File: config.mk
export PLATFORM = sky130hd
export DESIGN_NAME = scramble_move_generator
export DESIGN_NICKNAME = d
export VERILOG_FILES = /design/src/rtl/scramble_move_generator.sv
export SDC_FILE = /design/constraint.sdc
export NUM_CORES = 1
export LEC_CHECK = 0
export ABC_AREA = 0
export ABC_CLOCK_PERIOD_IN_PS = 2250
export CAP_MARGIN = 15
export CORE_MARGIN = 2
export CORE_UTILIZATION = 55
export CTS_CLUSTER_SIZE = 30
export DETAILED_ROUTE_END_ITERATION = 12
export PLACE_DENSITY = 0.74
export SLEW_MARGIN = 15
export SYNTH_ARGS = -nofsm -noshare
export SYNTH_HDL_FRONTEND = slang
export SYNTH_SLANG_ARGS = --single-unit
File: constraint.sdc
create_clock -name clk -period 2.25 [get_ports clk]
set_clock_uncertainty 0.1 [all_clocks]
set_input_delay 0.45 -clock clk [delete_from_list [all_inputs] [get_ports clk]]
set_output_delay 0.45 -clock clk [all_outputs]
set_load 0.02 [all_outputs]
File: src/rtl/scramble_move_generator.sv
// -----------------------------------------------------------------------------
// scramble_move_generator
//
// Answers the shuffle/solve block's scramble request (random_please). Each
// request produces NUM_MOVES pseudo-random moves (face index plus direction)
// over a valid/ready handshake. It then pulses scramble_done so the game
// controller can leave its mix state.
//
// A free-running 16-bit Galois LFSR supplies the randomness. It advances on
// every clock in every state, so the moment the player presses the button
// changes which moves are drawn.
//
// Ports:
//   clk           in   system clock, rising edge
//   rst_n         in   asynchronous active-low reset
//   random_please in   scramble request level (a rising edge starts a scramble)
//   move_ready    in   downstream accepts the current move
//   move_valid    out  move_idx/move_dir hold a valid move
//   move_idx      out  face index of the move (0..NUM_FACES-1)
//   move_dir      out  0 = clockwise, 1 = counter-clockwise
//   busy          out  high from request acceptance until scramble_done
//   scramble_done out  one-cycle pulse after the last move handshake
// -----------------------------------------------------------------------------
module scramble_move_generator #(
  parameter int unsigned NUM_MOVES = 20,
  parameter int unsigned NUM_FACES = 6,
  parameter int unsigned MOVE_W    = 3,
  parameter logic [15:0] SEED      = 16'hACE1
) (
  input  logic              clk,
  input  logic              rst_n,
  input  logic              random_please,
  input  logic              move_ready,
  output logic              move_valid,
  output logic [MOVE_W-1:0] move_idx,
  output logic              move_dir,
  output logic              busy,
  output logic              scramble_done
);

  typedef enum logic [1:0] {
    ST_IDLE = 2'd0,
    ST_GEN  = 2'd1,
    ST_EMIT = 2'd2,
    ST_DONE = 2'd3
  } state_e;

  // An all-zero seed would lock the LFSR at zero, so it is replaced by 1.
  localparam logic [15:0] LFSR_INIT = (SEED == 16'h0000) ? 16'h0001 : SEED;
  localparam logic [15:0] TAP_MASK  = 16'hB400;
  // The extra top bit lets NUM_FACES == 2^MOVE_W be represented exactly.
  localparam logic [MOVE_W:0] FACES_LIM = NUM_FACES[MOVE_W:0];
  localparam logic [7:0]      LAST_CNT  = NUM_MOVES[7:0] - 8'd1;

  function automatic logic [15:0] lfsr_next(input logic [15:0] v);
    return (v >> 1) ^ (v[0] ? TAP_MASK : 16'h0000);
  endfunction

  state_e            state_q, state_d;
  logic [15:0]       lfsr_q, lfsr_d;
  logic              req_prev_q, req_prev_d;
  logic [7:0]        cnt_q, cnt_d;
  logic [MOVE_W-1:0] prev_idx_q, prev_idx_d;
  logic              prev_valid_q, prev_valid_d;
  logic              move_valid_q, move_valid_d;
  logic [MOVE_W-1:0] move_idx_q, move_idx_d;
  logic              move_dir_q, move_dir_d;
  logic              busy_q, busy_d;
  logic              done_q, done_d;

  logic              req_edge_s;
  logic [MOVE_W-1:0] cand_s;
  logic              cand_ok_s;

  assign req_edge_s = random_please & ~req_prev_q;
  assign cand_s     = lfsr_q[MOVE_W-1:0];
  // Out-of-range candidates and repeats of the previous face are retried
  // on the next cycle rather than folded with a modulo. This keeps the
  // face distribution free of modulo bias.
  assign cand_ok_s  = ({1'b0, cand_s} < FACES_LIM) &&
                      !(prev_valid_q && (cand_s == prev_idx_q));

  // Next-state and next-output logic for the scramble sequencer.
  always_comb begin
    state_d      = state_q;
    lfsr_d       = lfsr_next(lfsr_q);
    req_prev_d   = random_please;
    cnt_d        = cnt_q;
    prev_idx_d   = prev_idx_q;
    prev_valid_d = prev_valid_q;
    move_valid_d = move_valid_q;
    move_idx_d   = move_idx_q;
    move_dir_d   = move_dir_q;
    busy_d       = busy_q;
    done_d       = 1'b0;

    case (state_q)
      ST_IDLE: begin
        busy_d = 1'b0;
        if (req_edge_s) begin
          state_d      = ST_GEN;
          busy_d       = 1'b1;
          cnt_d        = 8'd0;
          prev_valid_d = 1'b0;
        end else begin
          state_d = ST_IDLE;
        end
      end
      ST_GEN: begin
        if (cand_ok_s) begin
          move_idx_d   = cand_s;
          move_dir_d   = lfsr_q[15];
          move_valid_d = 1'b1;
          state_d      = ST_EMIT;
        end else begin
          state_d = ST_GEN;
        end
      end
      ST_EMIT: begin
        if (move_ready) begin
          move_valid_d = 1'b0;
          prev_idx_d   = move_idx_q;
          prev_valid_d = 1'b1;
          cnt_d        = cnt_q + 8'd1;
          if (cnt_q == LAST_CNT) begin
            state_d = ST_DONE;
            done_d  = 1'b1;
          end else begin
            state_d = ST_GEN;
          end
        end else begin
          state_d = ST_EMIT;
        end
      end
      ST_DONE: begin
        busy_d  = 1'b0;
        state_d = ST_IDLE;
      end
      default: begin
        state_d      = ST_IDLE;
        move_valid_d = 1'b0;
        busy_d       = 1'b0;
      end
    endcase
  end

  // State, LFSR and registered output flops.
  always_ff @(posedge clk or negedge rst_n) begin
    if (!rst_n) begin
      state_q      <= ST_IDLE;
      lfsr_q       <= LFSR_INIT;
      req_prev_q   <= 1'b0;
      cnt_q        <= 8'd0;
      prev_idx_q   <= '0;
      prev_valid_q <= 1'b0;
      move_valid_q <= 1'b0;
      move_idx_q   <= '0;
      move_dir_q   <= 1'b0;
      busy_q       <= 1'b0;
      done_q       <= 1'b0;
    end else begin
      state_q      <= state_d;
      lfsr_q       <= lfsr_d;
      req_prev_q   <= req_prev_d;
      cnt_q        <= cnt_d;
      prev_idx_q   <= prev_idx_d;
      prev_valid_q <= prev_valid_d;
      move_valid_q <= move_valid_d;
      move_idx_q   <= move_idx_d;
      move_dir_q   <= move_dir_d;
      busy_q       <= busy_d;
      done_q       <= done_d;
    end
  end

  assign move_valid    = move_valid_q;
  assign move_idx      = move_idx_q;
  assign move_dir      = move_dir_q;
  assign busy          = busy_q;
  assign scramble_done = done_q;

endmodule
### Word-level counts from Yosys, hierarchy flattened

Cells that the tools add are included.

* $add $sub $neg: 1
* order comparisons: 1
* equal/unequal tests: 8
* multiplexer cells: 20
* bitwise gates (word level): 3
* reductions and logical operators: 11

Operators by type and width (count)
* 2-to-1 mux 16 bit: 1
* 2-to-1 mux 8 bit: 2
* case mux 8 bit (2 select lines): 1
* XOR 15 x 16 -> 16 bit: 1
* 2-to-1 mux 1 bit: 9
* adder 8 x 1 -> 8 bit (second input constant): 1
* == test 8 x 5 -> 1 bit (second input constant): 1
* case mux 2 bit (4 select lines): 1
* 2-to-1 mux 2 bit: 3
* inequality test 2 bit (second input constant): 3
* case mux 1 bit (2 select lines): 3
* AND reduction 3 bit: 2
* nonzero test 2 bit: 3
* == test 2 bit (second input constant): 2
* AND reduction 2 bit: 2
* == test 3 bit: 1
* less-than comparator 3 bit (second input constant): 1
* == test 2 x 1 -> 1 bit (second input constant): 1
* logical AND 1 bit: 2
* zero test 2 bit: 1
* bitwise AND 1 bit: 1
* zero test 1 bit: 1
* NOT 1 bit: 1

* register bits: 38

### Longest topological paths before layout

Gate-level depths: netlist of run 1.

* word-level depth: 6
* gate-level depth with buffers: 7
* depth with buffers taken out: 6

### Least setup slack after synthesis of run 1

No wires, ideal clock.

* path type: reg-to-reg
* start point: register lfsr_q[0]
* end point: register move_idx_q[0] (netlist: move_idx[0])
* library setup time: 128 ps
* data arrival time: 1404 ps
* required time: 2022 ps
* slack: 618 ps
* cell stages (with the launch flop): 6
* period minus slack after synthesis: 1632 ps
* cells stage by stage: dfstp_2 -> buf_6 -> xnor2_2 -> o2111ai_1 -> nand3_2 -> mux2_1

* word-level cells in the longest chain between the ends: 5

Ends and longest elaborated chain
* start: declaration: line 60 `logic [15:0] lfsr_q, lfsr_d;`
* start signal: assignment: line 163 `lfsr_q <= lfsr_d;`
* branches (longest 5 deep; another with less-than comparator 3 bit)
* end signal: assignment: line 169 `move_idx_q <= move_idx_d;`
* end: declaration: line 66 `logic [MOVE_W-1:0] move_idx_q, move_idx_d;`

Several ways; the timed one is not identified.
A chain may end at the register's enable or synchronous reset.

### Final worst setup path of run 1

* start point: register move_idx_q[1] (netlist: move_idx[1])
* end point: output move_idx[1]

RTL lines
* end: declaration: line 35 `output logic [MOVE_W-1:0] move_idx,`

No word-level cell between the ends.

==> results of run 1 <==
## registers in the layout, summed over array words and instances, names as in the netlist, 2 cells and up
name	flops
cnt_q	8
state_q	2
lfsr_q	16
prev_idx_q	3
move_idx	3
## worst max-delay path by stage
stage / startpoint / end / slack [ns] / cells past startpoint
3_5_place_dp: move_ready / cnt_q[7] / 0.23 / 6
4_1_cts: move_idx[2] / move_idx[2] / 0.34 / 1
5_1_grt: state_q[0] / cnt_q[7] / 0.28 / 7
6_report: move_idx[1] / move_idx[1] / 0.37 / 1
2_1_floorplan: lfsr_q[0] / move_idx[0] / 0.62 / 5
3_3_place_gp: random_please / cnt_q[6] / 0.28 / 6
## layout make-up
type | count | area (um2) | share of cell area [%]
Multi-Input combinational cell | 72 | 585.6 | 33.17
Inverter | 5 | 18.77 | 1.063
Sequential cell | 38 | 960.9 | 54.43
Timing Repair Buffer | 11 | 102.6 | 5.811
Tap cell | 31 | 38.79 | 2.197
Clock buffer | 8 | 58.81 | 3.331
## cells by family after synthesis
family | Yosys count
mux | 12
buf+inv | 7
flops | 38
fa+ha+maj | 6
xor+xnor | 4
simple gates | 29
compound gates | 21
## layout by cell type, fill, tap and decap left out, types with 2 or more instances in the layout
cell type        synthesis  routed
nand2b_1                 3       3
clkdlybuf4s50_1          0       9
mux2i_1                  4       4
inv_1                    5       5
a22o_1                   4       4
mux2_2                   4       4
clkbuf_1                 0       2
a21oi_1                  3       3
clkbuf_4                 0       5
dfstp_2                  8       8
and3_1                   3       3
dfrtp_1                 30      30
nand2_1                  7       7
xor2_1                   3       3
ha_1                     6       6
a21o_1                   2       2
mux2_1                   4       4
nand4_1                  2       2
nand3_1                  2       2
o21ai_1                  3       3
## where the power goes
| part | internal (mW) | switching [mW] | total, mW |
|---|---|---|---|
| registers | 0.725 | 0.0329 | 0.758 |
| logic | 0.139 | 0.182 | 0.322 |
| clock network | 0.154 | 0.203 | 0.357 |
## per-layer routing
metal  GRT usage, %  vias to the layer above  wire (um)
met3          5.357                        8         92
met2          24.51                       14       1079
li1               -                      454          -
met4          10.96                        0         70
met5              0                        -          0
met1          23.93                      463       1164
==> flow_metrics.env, run 1 <==
export IMPL_status="complete, no violations"
export IMPL_synth_edf_count=0
export IMPL_cts_tree="yes"
export IMPL_post_route_min_period_ns=1.881
export IMPL_drive_gt1_share_pct=20.15
export IMPL_hold_path_class="input port to asynchronous set/reset pin"
export IMPL_cts_root_buf="clkbuf_4"
export IMPL_die_area_mm2=0.003321
export IMPL_drt_first_iter_violations=16
export IMPL_port_buffers=10
export IMPL_r2r_end="cnt_q[7]"
export IMPL_synthTopCellsByArea="dfrtp_1 47%, dfstp_2 13%, ha_1 4.7%, mux2_1 2.8%, mux2_2 2.8%"
export IMPL_hold_viol=0
export IMPL_clk_latency_ns=0.34
export IMPL_synth_adder_area_share_pct=4.747
export IMPL_rrSetupSlack_ns=0.41
export IMPL_yosys_area_share_simple_pct=11.47
export IMPL_synth_common_cells="30 x dfrtp_1, 8 x dfstp_2, 7 x nand2_1, 6 x ha_1, 5 x inv_1"
export IMPL_crit_buf_inv=1
export IMPL_max_cap_viol_count=0
export IMPL_synthesis_area_mm2=0.001582
export IMPL_grt_antenna_before_repair=0
export IMPL_synth_largest_area_cell="dfrtp_1"
export IMPL_syn_avg_cell_area_um2=13.52
export IMPL_cts_hold_buffers=0
export IMPL_vias=939
export IMPL_place_area_mm2=0.001707
export IMPL_ir_worst_vdd_mv=0.6463
export IMPL_netlist_area_leader_share_pct=47.47
export IMPL_yosys_warnings=0
export IMPL_gr_total_overflow=0
export IMPL_crit_type="flip-flop to output pin"
export IMPL_worstRegToRegCells=7
export IMPL_clockBufferDepth=2
export IMPL_wl_per_cell_um=14.59
export IMPL_cts_buffers=5
export IMPL_layout_nets=143
export IMPL_relSlewSlack_pct=47.56
export IMPL_start_kind="flip-flop"
export IMPL_final_cell_count_no_fill=165
export IMPL_yosysSeqAreaShare_pct=60.76
export IMPL_synthArstFlopShare_pct=100.0
export IMPL_worstPathRequired_ns=1.70
export IMPL_r2r_start="state_q[0]"
export IMPL_power_density_mw_per_mm2=814.0
export IMPL_die_w_um=57.63
export IMPL_worst_slack_ns=0.3691
export IMPL_clk_pin_slew_ns=0.11
export IMPL_ios=11
export IMPL_synth_net_count=127
export IMPL_fmax_mhz=531.7
export IMPL_first_pass_iters=2
export IMPL_utilization_pct=64.58
export IMPL_cp_top_family="buffers and inverters"
export IMPL_syn2layout_area_growth_pct=11.63
export IMPL_yosysMostFrequentCell="dfrtp_1"
export IMPL_post_cts_setup_buffers=0
export IMPL_cpPeakStageDelay_ns=0.61
export IMPL_gp_congestion=0.7800
export IMPL_grt_max_degree=39
export IMPL_totalWireLength_um=2407
export IMPL_vias_per_cell=5.691
export IMPL_p_total_mw=1.437
export IMPL_rsz0062_at_grt="false"
export IMPL_grt_pass1_wl_um=4202
export IMPL_htree_num_levels=2
export IMPL_grt_pass1_vias=936
export IMPL_synth_ff_type="dfrtp_1"
export IMPL_muxShareOfSynthArea_pct=8.228
export IMPL_dieHeight_um=57.63
export IMPL_fill_cells=210
export IMPL_synthXorXnorAreaFrac_pct=2.690
export IMPL_synth_seq_cells=38
export IMPL_dp_slack_ns=0.2275
export IMPL_drv_slew=0
export IMPL_endpoint_kind="output pin"
export IMPL_place_inst=157
export IMPL_finalSetupViolations=0
export IMPL_core_mm2=0.002734
export IMPL_rows=19
export IMPL_path_max_fanout=3
export IMPL_synth_top_family_by_area="simple AND/OR/NAND/NOR gates"
export IMPL_dp_hpwl_um=1635
export IMPL_grtUsageTotal_pct=17.51
export IMPL_post_cts_resized=0
export IMPL_start_util_pct=57.85
export IMPL_drc_errors=0
export IMPL_slowest_stage="clkdlybuf4s50_1"
export IMPL_num_antenna_cells=0
export IMPL_path_cells="clkdlybuf4s50_1"
export IMPL_synth_compound_area_share_pct=9.889
export IMPL_fin_crit_sh_pct=83.59
export IMPL_syn_inst=117
export IMPL_tightest_slew_ns=0.7866
export IMPL_whs_ns=0.08219
export IMPL_ant_nets=0
export IMPL_design_area_mm2=0.001765
export IMPL_power_leakage_nw=0.8487
export IMPL_clock_sinks=38
export IMPL_cp_arrival_ns=1.33
export IMPL_tns_ns=0
export IMPL_synth_cell_types=41
Note: power is estimated with default switching activity, not from simulation.
==> run 2, diff against run 1 <==
ABC_CLOCK_PERIOD_IN_PS = 1700   (was 2250)
CORE_UTILIZATION = 51   (was 55)
PLACE_DENSITY = 0.72   (was 0.74)
clock period = 1.7 ns   (was 2.25 ns; I/O delays follow)
==> flow_metrics.env, run 2 (synthesized netlist as in run 1, its figures left out) <==
export IMPL_drive_gt1_share_pct=34.90
export IMPL_drc_errors=0
export IMPL_place_area_mm2=0.001802
export IMPL_htree_num_levels=2
export IMPL_hold_viol=0
export IMPL_final_cell_mix="28 x dfrtp_1, 15 x buf_4, 8 x dfstp_2"
export IMPL_dp_hpwl_um=1871
export IMPL_final_common_cell="dfrtp_1"
export IMPL_syn2layout_area_growth_pct=25.87
export IMPL_relSlewSlack_pct=82.79
export IMPL_clk_latency_ns=0.34
export IMPL_start_util_pct=52.67
export IMPL_finalSetupViolations=0
export IMPL_first_pass_iters=4
export IMPL_whs_ns=0.2585
export IMPL_layout_nets=158
export IMPL_grt_pass1_vias=1021
export IMPL_cts_tree="yes"
export IMPL_max_cap_viol_count=0
export IMPL_power_leakage_nw=0.9790
export IMPL_design_area_mm2=0.001991
export IMPL_vias_per_cell=5.549
export IMPL_path_max_fanout=6
export IMPL_hold_path_class="input port to asynchronous set/reset pin"
export IMPL_fmax_mhz=605.0
export IMPL_rrSetupSlack_ns=0.05
export IMPL_grt_max_degree=39
export IMPL_r2r_start="lfsr_q[2]"
export IMPL_dieHeight_um=59.69
export IMPL_utilization_pct=66.29
export IMPL_cts_buffers=5
export IMPL_grt_antenna_before_repair=0
export IMPL_totalWireLength_um=2833
export IMPL_clk_pin_slew_ns=0.11
export IMPL_worstRegToRegCells=4
export IMPL_dp_slack_ns=-0.1230
export IMPL_core_mm2=0.003003
export IMPL_ios=11
export IMPL_wl_per_cell_um=15.57
export IMPL_power_density_mw_per_mm2=1206
export IMPL_r2r_end="move_idx[0]"
export IMPL_ant_nets=0
export IMPL_clockBufferDepth=2
export IMPL_crit_type="flip-flop to flip-flop"
export IMPL_cts_hold_buffers=0
export IMPL_status="complete, no violations"
export IMPL_clock_sinks=38
export IMPL_num_antenna_cells=0
export IMPL_fill_cells=225
export IMPL_die_w_um=59.69
export IMPL_gp_congestion=0.8647
export IMPL_tightest_slew_ns=0.2569
export IMPL_rows=20
export IMPL_cp_arrival_ns=1.78
export IMPL_worst_slack_ns=0.04723
export IMPL_drv_slew=0
export IMPL_drt_first_iter_violations=39
export IMPL_ir_worst_vdd_mv=0.5650
export IMPL_cts_root_buf="clkbuf_4"
export IMPL_grt_pass1_wl_um=4726
export IMPL_largest_reg_flops=16
export IMPL_endpoint_kind="flip-flop"
export IMPL_tns_ns=0
export IMPL_gr_total_overflow=0
export IMPL_fin_crit_sh_pct=97.22
export IMPL_start_kind="flip-flop"
export IMPL_post_route_min_period_ns=1.653
export IMPL_worstPathRequired_ns=1.83
export IMPL_grtUsageTotal_pct=18.55
export IMPL_port_buffers=10
export IMPL_vias=1010
export IMPL_die_area_mm2=0.003562
export IMPL_top_register="lfsr_q"
export IMPL_top_regs="lfsr_q x16, cnt_q x8"
[run 2: cell count changes in the layout (fill, tap and decap cells not counted), moves of 2 or more]
cell             previous run  this run
clkdlybuf4s50_1             9         3
buf_4                       1        15
dfrtp_1                    30        28
ha_1                        6         4
bufinv_16                   0         2
dfrtp_2                     0         2
clkbuf_1                    2         0
dlygate4sd2_1               0         7
[run 2: through the flow]
stage,cells,total power [mW]
final,182,2.401
after global placement,169,1.459
after CTS,178,2.289
after floorplan,117,1.313
after global routing,182,2.523
after detailed placement,169,1.480
[run 2: cell type report]
class / instances / area (um2) / share of cell area (%)
clock buffers: 6 / 51.30 / 2.577
clock inverters: 2 / 60.06 / 3.017
inverters: 5 / 18.77 / 0.9428
multi-input cells: 72 / 631.9 / 31.74
flip-flops and latches: 38 / 963.4 / 48.40
well taps: 33 / 41.29 / 2.074
repair buffers: 26 / 224.0 / 11.25
[run 2: worst max-delay path by stage]
| stage | end | depth (start not counted) | slack (ns) | start |
|---|---|---|---|---|
| 4_1_cts | move_idx[0] | 4 | 0.03 | lfsr_q[2] |
| 3_3_place_gp | cnt_q[2] | 5 | -0.06 | random_please |
| 5_1_grt | cnt_q[6] | 7 | -0.01 | state_q[0] |
| 2_1_floorplan | move_idx[0] | 5 | 0.07 | lfsr_q[0] |
| 3_5_place_dp | cnt_q[2] | 5 | -0.12 | random_please |
| 6_report | move_idx[0] | 4 | 0.05 | lfsr_q[2] |
[run 2: critical path, stage by stage (launching register included)]
cell	delay, ns
dfrtp_2	0.46
and4b_1	0.24
a22oi_2	0.24
nand3_4	0.15
mux2_1	0.35
[run 2: layer usage]
| metal | part of all wire (%) | global-route usage (%) | up-vias |
|---|---|---|---|
| met3 | 2.4 | 4.545 | 5 |
| met2 | 49 | 28.26 | 18 |
| li1 | - | - | 479 |
| met4 | 1.9 | 10.48 | 0 |
| met1 | 46 | 24.21 | 508 |
| met5 | 0 | 0 | - |
[run 2: power by group]
| group | switching [mW] | internal [mW] |
|---|---|---|
| sequential | 0.0405 | 0.960 |
| combinational | 0.302 | 0.305 |
| clock | 0.295 | 0.498 |
[run 2: repair_timing]
action,CTS,global route
pin swaps,0,1
hold endpoints to repair,0,0
setup endpoints to repair,8,11
resized for setup,7,12
setup buffers,1,4
==> run 3, diff against run 2 <==
CTS_CLUSTER_DIAMETER = 60   (was unset)
==> results of run 3 <==
Final layout, timing and power as in run 2 (identical DEF).
